## src/rtl/samul_div_seq.sv

```systemverilog
// ---------------------------------------------------------------------------
// samul_div_seq
// Sequential signed integer divider using sign-magnitude restoring division,
// one quotient bit per clock. Operands are converted to magnitudes when the
// request is accepted, divided unsigned, and the signs are applied in a final
// cycle before the result is registered.
//
// Ports:
//   clk          rising-edge clock
//   rst_n        synchronous active-low reset
//   start        request, only honoured while idle
//   a, b         signed dividend / divisor, sampled with start
//   busy         high while an operation is in progress
//   done         one-cycle pulse when quotient/remainder/div_by_zero update
//   quotient     signed quotient, truncated toward zero
//   remainder    signed remainder, carries the sign of the dividend
//   div_by_zero  set together with done when the divisor was zero
// ---------------------------------------------------------------------------
module samul_div_seq #(
  parameter int WIDTH = 32
) (
  input  logic             clk,
  input  logic             rst_n,
  input  logic             start,
  input  logic [WIDTH-1:0] a,
  input  logic [WIDTH-1:0] b,
  output logic             busy,
  output logic             done,
  output logic [WIDTH-1:0] quotient,
  output logic [WIDTH-1:0] remainder,
  output logic             div_by_zero
);

  localparam int CW = (WIDTH > 2) ? $clog2(WIDTH) : 1;

  localparam logic [1:0] ST_IDLE = 2'd0;
  localparam logic [1:0] ST_CALC = 2'd1;
  localparam logic [1:0] ST_SIGN = 2'd2;

  logic [1:0]       state_q, state_d;
  logic             sign_a_q, sign_a_d;
  logic             sign_b_q, sign_b_d;
  logic             dz_q, dz_d;
  logic [WIDTH-1:0] dvd_q, dvd_d;
  logic [WIDTH-1:0] dvs_q, dvs_d;
  logic [WIDTH-1:0] rem_q, rem_d;
  logic [CW-1:0]    cnt_q, cnt_d;
  logic             busy_q, busy_d;
  logic             done_q, done_d;
  logic [WIDTH-1:0] quot_q, quot_d;
  logic [WIDTH-1:0] rmd_q, rmd_d;
  logic             dbz_q, dbz_d;

  logic [WIDTH-1:0] a_mag, b_mag;
  logic [WIDTH:0]   shifted, trial;

  // The most negative value negates to itself, which read unsigned is the
  // correct magnitude 2^(WIDTH-1).
  assign a_mag = a[WIDTH-1] ? (~a + 1'b1) : a;
  assign b_mag = b[WIDTH-1] ? (~b + 1'b1) : b;

  // The partial remainder is always below the divisor, so after shifting it
  // fits in WIDTH+1 bits and the trial difference's top bit is its sign.
  assign shifted = {rem_q, dvd_q[WIDTH-1]};
  assign trial   = shifted - {1'b0, dvs_q};

  always_comb begin
    state_d  = state_q;
    sign_a_d = sign_a_q;
    sign_b_d = sign_b_q;
    dz_d     = dz_q;
    dvd_d    = dvd_q;
    dvs_d    = dvs_q;
    rem_d    = rem_q;
    cnt_d    = cnt_q;
    busy_d   = busy_q;
    done_d   = 1'b0;
    quot_d   = quot_q;
    rmd_d    = rmd_q;
    dbz_d    = dbz_q;

    case (state_q)
      ST_IDLE: begin
        if (start) begin
          sign_a_d = a[WIDTH-1];
          sign_b_d = b[WIDTH-1];
          dvs_d    = b_mag;
          rem_d    = '0;
          cnt_d    = '0;
          busy_d   = 1'b1;
          // On a zero divisor the raw dividend is kept so it can be
          // returned unchanged as the remainder.
          if (b == '0) begin
            dz_d    = 1'b1;
            dvd_d   = a;
            state_d = ST_SIGN;
          end else begin
            dz_d    = 1'b0;
            dvd_d   = a_mag;
            state_d = ST_CALC;
          end
        end
      end

      ST_CALC: begin
        // Quotient bits enter the dividend register from the bottom as the
        // dividend bits leave from the top.
        if (!trial[WIDTH]) begin
          rem_d = trial[WIDTH-1:0];
          dvd_d = {dvd_q[WIDTH-2:0], 1'b1};
        end else begin
          rem_d = shifted[WIDTH-1:0];
          dvd_d = {dvd_q[WIDTH-2:0], 1'b0};
        end
        cnt_d = cnt_q + 1'b1;
        if (cnt_q == CW'(WIDTH - 1)) begin
          state_d = ST_SIGN;
        end
      end

      ST_SIGN: begin
        busy_d  = 1'b0;
        done_d  = 1'b1;
        state_d = ST_IDLE;
        if (dz_q) begin
          quot_d = '1;
          rmd_d  = dvd_q;
          dbz_d  = 1'b1;
        end else begin
          quot_d = (sign_a_q ^ sign_b_q) ? (~dvd_q + 1'b1) : dvd_q;
          rmd_d  = sign_a_q ? (~rem_q + 1'b1) : rem_q;
          dbz_d  = 1'b0;
        end
      end

      default: begin
        state_d = ST_IDLE;
        busy_d  = 1'b0;
      end
    endcase
  end

  always_ff @(posedge clk) begin
    if (!rst_n) begin
      state_q  <= ST_IDLE;
      sign_a_q <= 1'b0;
      sign_b_q <= 1'b0;
      dz_q     <= 1'b0;
      dvd_q    <= '0;
      dvs_q    <= '0;
      rem_q    <= '0;
      cnt_q    <= '0;
      busy_q   <= 1'b0;
      done_q   <= 1'b0;
      quot_q   <= '0;
      rmd_q    <= '0;
      dbz_q    <= 1'b0;
    end else begin
      state_q  <= state_d;
      sign_a_q <= sign_a_d;
      sign_b_q <= sign_b_d;
      dz_q     <= dz_d;
      dvd_q    <= dvd_d;
      dvs_q    <= dvs_d;
      rem_q    <= rem_d;
      cnt_q    <= cnt_d;
      busy_q   <= busy_d;
      done_q   <= done_d;
      quot_q   <= quot_d;
      rmd_q    <= rmd_d;
      dbz_q    <= dbz_d;
    end
  end

  assign busy        = busy_q;
  assign done        = done_q;
  assign quotient    = quot_q;
  assign remainder   = rmd_q;
  assign div_by_zero = dbz_q;

endmodule

```

## config.mk

```make
export PLATFORM = sky130hd
export DESIGN_NAME = samul_div_seq
export DESIGN_NICKNAME = d
export VERILOG_FILES = /design/src/rtl/samul_div_seq.sv
export SDC_FILE = /design/constraint.sdc
export NUM_CORES = 1
export LEC_CHECK = 0
export CAP_MARGIN = 20
export CORE_MARGIN = 4
export CORE_UTILIZATION = 57
export DETAILED_ROUTE_END_ITERATION = 8
export GPL_TIMING_DRIVEN = 1
export PLACE_DENSITY = 0.81
export SETUP_SLACK_MARGIN = 0.4
export SYNTH_ARGS = -nofsm -noshare
export SYNTH_HDL_FRONTEND = slang
export SYNTH_SLANG_ARGS = --single-unit
```

## constraint.sdc

```tcl
create_clock -name clk -period 3.8 [get_ports clk]
set_input_delay 0.38 -clock clk [delete_from_list [all_inputs] [get_ports clk]]
set_output_delay 0.38 -clock clk [all_outputs]
set_load 0.05 [all_outputs]
```

Yosys cells after proc, flatten, opt, wreduce, memory -nomap -nowiden
Index checks and enable logic that the tools add are counted.
{"block": "totals", "register_bits": 173, "latch_bits": 0, "ram_bits": 0, "rom_bits": 0, "in_bits": 67, "elab_cells": 61, "n_memories": 0}
{"block": "op_classes", "addsub": 6, "multipliers": 0, "n_div": 0, "magnitude_cmp": 0, "n_eq_ne": 5, "shifts": 0, "muxes": 24, "bitwise_logic": 6, "n_reduce_logical": 7}
{"operator": "$mux 32", "count": 10}
{"operator": "$add 32x1->32 const B", "count": 4}
{"operator": "$not 32->32", "count": 4}
{"operator": "$pmux 32 s2", "count": 2}
{"operator": "$sub 33x32->33", "count": 1}
{"operator": "$logic_not 32->1", "count": 1}
{"operator": "$pmux 5 s2", "count": 1}
{"operator": "$reduce_and 2->1", "count": 4}
{"operator": "$mux 2", "count": 3}
{"operator": "$add 5x1->5 const B", "count": 1}
{"operator": "$eq 5x5->1 const B", "count": 1}
{"operator": "$mux 1", "count": 5}
{"operator": "$mux 5", "count": 1}
{"operator": "$ne 2x2->1 const B", "count": 2}
{"operator": "$pmux 2 s2", "count": 1}
{"operator": "$eq 2x1->1 const B", "count": 1}
{"operator": "$eq 2x2->1 const B", "count": 1}
{"operator": "$logic_not 2->1", "count": 1}
{"operator": "$pmux 1 s2", "count": 1}
{"operator": "$reduce_bool 2->1", "count": 1}
{"operator": "$not 1->1", "count": 1}
{"operator": "$xor 1x1->1", "count": 1}

Longest topological paths before layout
{"block": "logic_depth", "depth_word": 6, "mapped_depth": 14, "mapped_depth_nobuf": 12}

Worst setup path before layout
Ideal clock, no wire load.
{"block": "synth_timing", "path_type": "register to register", "from": "reg dvd_q[31]", "to": "reg rem_q[10]", "setup_ps": 62, "t_arrival_ps": 3361, "required_ps": 3738, "slack_ps": 377, "path_stages_with_launch": 15, "n_path_buf": 2, "synth_period_minus_slack_ps": 3423, "path_cell_list": "dfxtp_1 -> inv_1 -> ha_1 -> fa_1 -> nand2b_1 -> a21oi_1 -> o21ai_0 -> o311ai_1 -> a2111oi_0 -> o21ai_1 -> xnor2_1 -> clkbuf_1 -> clkbuf_1 -> nand3_1 -> nand3_1"}
{"block": "synth_between", "elab_chain_cells": 3}
{"element": "start, declared", "line_no": "44", "rtl": "logic [WIDTH-1:0] dvd_q, dvd_d;"}
{"element": "start signal, assigned", "line_no": "163", "rtl": "dvd_q <= dvd_d;"}
{"element": "$sub 33x32->33", "line_no": "65", "rtl": "assign trial = shifted - {1'b0, dvs_q};"}
{"element": "$mux 32", "line_no": "108", "rtl": "if (!trial[WIDTH]) begin"}
{"element": "$pmux 32 s2", "line_no": "82", "rtl": "case (state_q)"}
{"element": "end signal, assigned", "line_no": "165", "rtl": "rem_q <= rem_d;"}
{"element": "end, declared", "line_no": "46", "rtl": "logic [WIDTH-1:0] rem_q, rem_d;"}
No other way between the ends.
A chain may end at the register's enable or synchronous reset.

Worst setup path after layout
{"block": "layout_timing", "from": "in b[19]", "to": "reg dvd_q[22]"}
{"block": "layout_between", "elab_chain_cells": 4}
{"element": "start, declared", "line_no": "26", "rtl": "input logic [WIDTH-1:0] b,"}
{"element": "$logic_not 32->1", "line_no": "93", "rtl": "if (b == '0) begin"}
{"element": "$mux 32", "line_no": "93"}
{"element": "$mux 32", "line_no": "84", "rtl": "if (start) begin"}
{"element": "$pmux 32 s2", "line_no": "82"}
No other way between the ends. The select of a mux whose other input is x is not followed.

==> results.json <==
{
  "numCtsBuffers": 17,
  "hold_viol_final": 0,
  "multi_input_area_um2": 7230,
  "stdcell_area_um2": 13500,
  "worst_slew_pin_slew_ps": 926,
  "grt_max_degree": 57,
  "postCtsHoldBufs": 0,
  "path_buf_inv": 2,
  "clk_pin_slew_ps": 70,
  "ys_warn_count": 0,
  "grt_pass1_vias": 10486,
  "rsz0062_at_grt": "yes",
  "slew_headroom_pct": 38.3,
  "cp-endpoint": "dvd_q[22]",
  "postSynth.asyncResetShare_pct": 0,
  "slew_viol_final": 0,
  "r2r_setup_slack_ps": 520,
  "grt_antenna_before_repair": 0,
  "synth_common_cells": "nand2_1 (236), dfxtp_1 (173), o21ai_0 (128), a21oi_1 (96), clkbuf_1 (91)",
  "status": "completed",
  "fin_crit_ps": 3330,
  "via_count": 11255,
  "tns_ps": 0,
  "wire_per_inst_um": 17.6,
  "crit_path_start_kind": "input port",
  "die_h_um": 148,
  "synth-edff-count": 0,
  "cp_top_family": "simple AND/OR/NAND/NOR gates",
  "place_area_um2": 12800,
  "mappedNetlistArea_um2": 11200,
  "critPathArrivalTime_ps": 3680,
  "ys_ff_latch": 173,
  "initial_core_util_pct": 57.8,
  "cp_num_cells": 11,
  "rows": 51,
  "postRouteAntennaNets": 0,
  "nets": 1682,
  "hp-class": "in2reg",
  "synth.avg_cell_area_um2": 7.56,
  "synth.top_cell.area_share_pct": 30.9,
  "place_congestion": 0.947,
  "fin_cells": 1853,
  "synth_cell_types": 61,
  "dr.pass1.iters": 5,
  "reg2reg_depth": 10,
  "fin_skew_ps": 15.0,
  "die_w_um": 148,
  "drc_errors": 0,
  "vias_per_cell": 6.07,
  "ys_seq_area_share_pct": 30.9,
  "power_leakage_nw": 5.46,
  "insertion_delay_ps": 440,
  "cts.sinks": 173,
  "dp.cells": 1820,
  "reg2reg_from": "rem_q[4]",
  "whs_path_depth": 2,
  "crit_path_cell_trace": "clkdlybuf4s50_1 > or4_4 > or4_4 > or4_4 > or4_4 > nand2_2 > buf_4 > a21oi_1 > xor2_1 > o221ai_1 > a21boi_1",
  "syn_inst": 1484,
  "r2r_end": "remainder[29]",
  "cp-end-kind": "flop",
  "seqCellArea_um2": 3460,
  "crit_start": "b[19]",
  "critPathKind": "in2reg",
  "num-fill-cells": 1642,
  "numPortBuffers": 133,
  "fmax_mhz": 300,
  "cts_tree": "built",
  "antennaDiodeCount": 0,
  "grtUsageTotal_pct": 28.8,
  "critical_path.max_stage_delay_ps": 560,
  "crit_top_cell": "or4_4",
  "cts_buffer_depth": 2,
  "post-route-period-util_pct": 87.6,
  "yosys-top-cells-area": "dfxtp_1 (31%), nand2_1 (7.9%), xor2_1 (6.6%)",
  "grt_pass1_wl_um": 52200,
  "core-area_um2": 19400,
  "setup-violations-final": 0,
  "synth_most_common_cell": "nand2_1",
  "ioPinCount": 134,
  "power_density_nw_per_um2": 358,
  "hpwl_um": 24000,
  "slowest_stage": "or4_4",
  "cts_max_level": 4,
  "critPathRequiredTime_ps": 4150,
  "drive_gt1_share_pct": 6.42,
  "area_delta_synth_final_pct": 20.1,
  "die-area_um2": 22000,
  "drtIter0Drc": 1124,
  "ys.flop_type": "dfxtp_1",
  "cp_max_fo": 7,
  "routed_wl_um": 32600,
  "syn-num-nets": 1590,
  "cts_root_buf": "clkbuf_16",
  "yosysTopAreaCell": "dfxtp_1",
  "ir_drop_mv": 0.336,
  "max-cap-violations": 0,
  "grt-ovfl-total": 0
}
## layout make-up
class / instances / share of cell area, %
Clock buffer: 20 / 3.46
Clock inverter: 11 / 0.641
Inverter: 59 / 1.64
Multi-Input combinational cell: 1151 / 53.7
Sequential cell: 173 / 25.7
Tap cell: 265 / 2.46
Timing Repair Buffer: 174 / 12.4
## metal layers
metal / routed length [um] / GRT usage, % / up-vias
met5: 0 / 0 / -
met4: 1280 / 12.3 / 0
met3: 2390 / 4.08 / 94
met2: 15100 / 46.9 / 493
met1: 13900 / 38.6 / 5205
li1: - / - / 5463
## how the worst min path moves through the flow
stage | start | endpoint | slack (ps)
2_1_floorplan | dvs_q[0] | dvs_q[0] | 450
3_3_place_gp | remainder[6] | remainder[6] | 450
3_5_place_dp | remainder[6] | remainder[6] | 460
4_1_cts | rst_n | dvd_q[4] | 440
5_1_grt | rst_n | div_by_zero | 470
6_report | rst_n | sign_a_q | 440
## kinds of logic after synthesis
family,synth area share [%]
buffers and inverters,5.59
and+or+nand+nor,21.8
muxes,0.368
adders and majority gates,4.42
AOI/OAI and AO/OA,25.6
xor gates and xnor gates,11.3
DFF,30.9
## stage by stage
stage / power, W / util [%] / worst slack, ps / hold WS, ps
floorplan: 0.00281 / - / 482 / 447
global placement: 0.00313 / 66.2 / 84.4 / 451
detailed placement: 0.00316 / 66.2 / -14.7 / 458
CTS: 0.00480 / 69.1 / 395 / 439
global route: 0.00504 / 69.4 / 366 / 467
finish: 0.00483 / 69.4 / 472 / 445
## cell usage in the layout (no fill, tap or decap), types with 6 or more instances in the layout
cell type,n
and3_1,6
a21boi_0,40
nand4_1,16
or4_1,14
o211ai_1,6
inv_1,58
o41ai_1,11
clkbuf_16,17
o31ai_1,27
a21o_1,8
o211a_1,29
nor3b_1,8
dfxtp_1,172
nor2_1,63
o221ai_1,27
a21oi_1,95
nand3_1,83
clkdlybuf4s50_1,132
a32oi_1,10
nor4_1,13
nor3_1,24
nand2_1,235
or3_1,14
o21ai_0,127
xor2_1,84
and2_1,11
xnor2_1,59
buf_4,38
o21a_1,7
nand2b_1,9
ha_1,38
nor2b_1,13
a31oi_1,8
a21boi_1,13
## what timing repair did
item | 4_1_cts | 5_1_grt
endpoints found under the setup margin | 16 | 50
pin swaps | 1 | 2
setup buffers | 1 | 0
cloned | 0 | 1
endpoints found under the hold margin | 0 | 0
resized for setup | 2 | 13
## sequential cells by signal, summed over array words and instances, names as in the netlist
name         count
dvs_q           32
state_q          2
done             1
dz_q             1
sign_a_q         1
div_by_zero      1
cnt_q            5
dvd_q           32
remainder       32
busy             1
sign_b_q         1
quotient        32
rem_q           32
## report_power, final
| group | switching, W | leakage [nW] | internal, W |
|---|---|---|---|
| clock | 0.000771 | 0.275 | 0.000895 |
| combinational | 0.000646 | 3.78 | 0.000481 |
| sequential | 0.000134 | 1.41 | 0.00190 |
No activity file was read; power rests on OpenSTA's default activity.
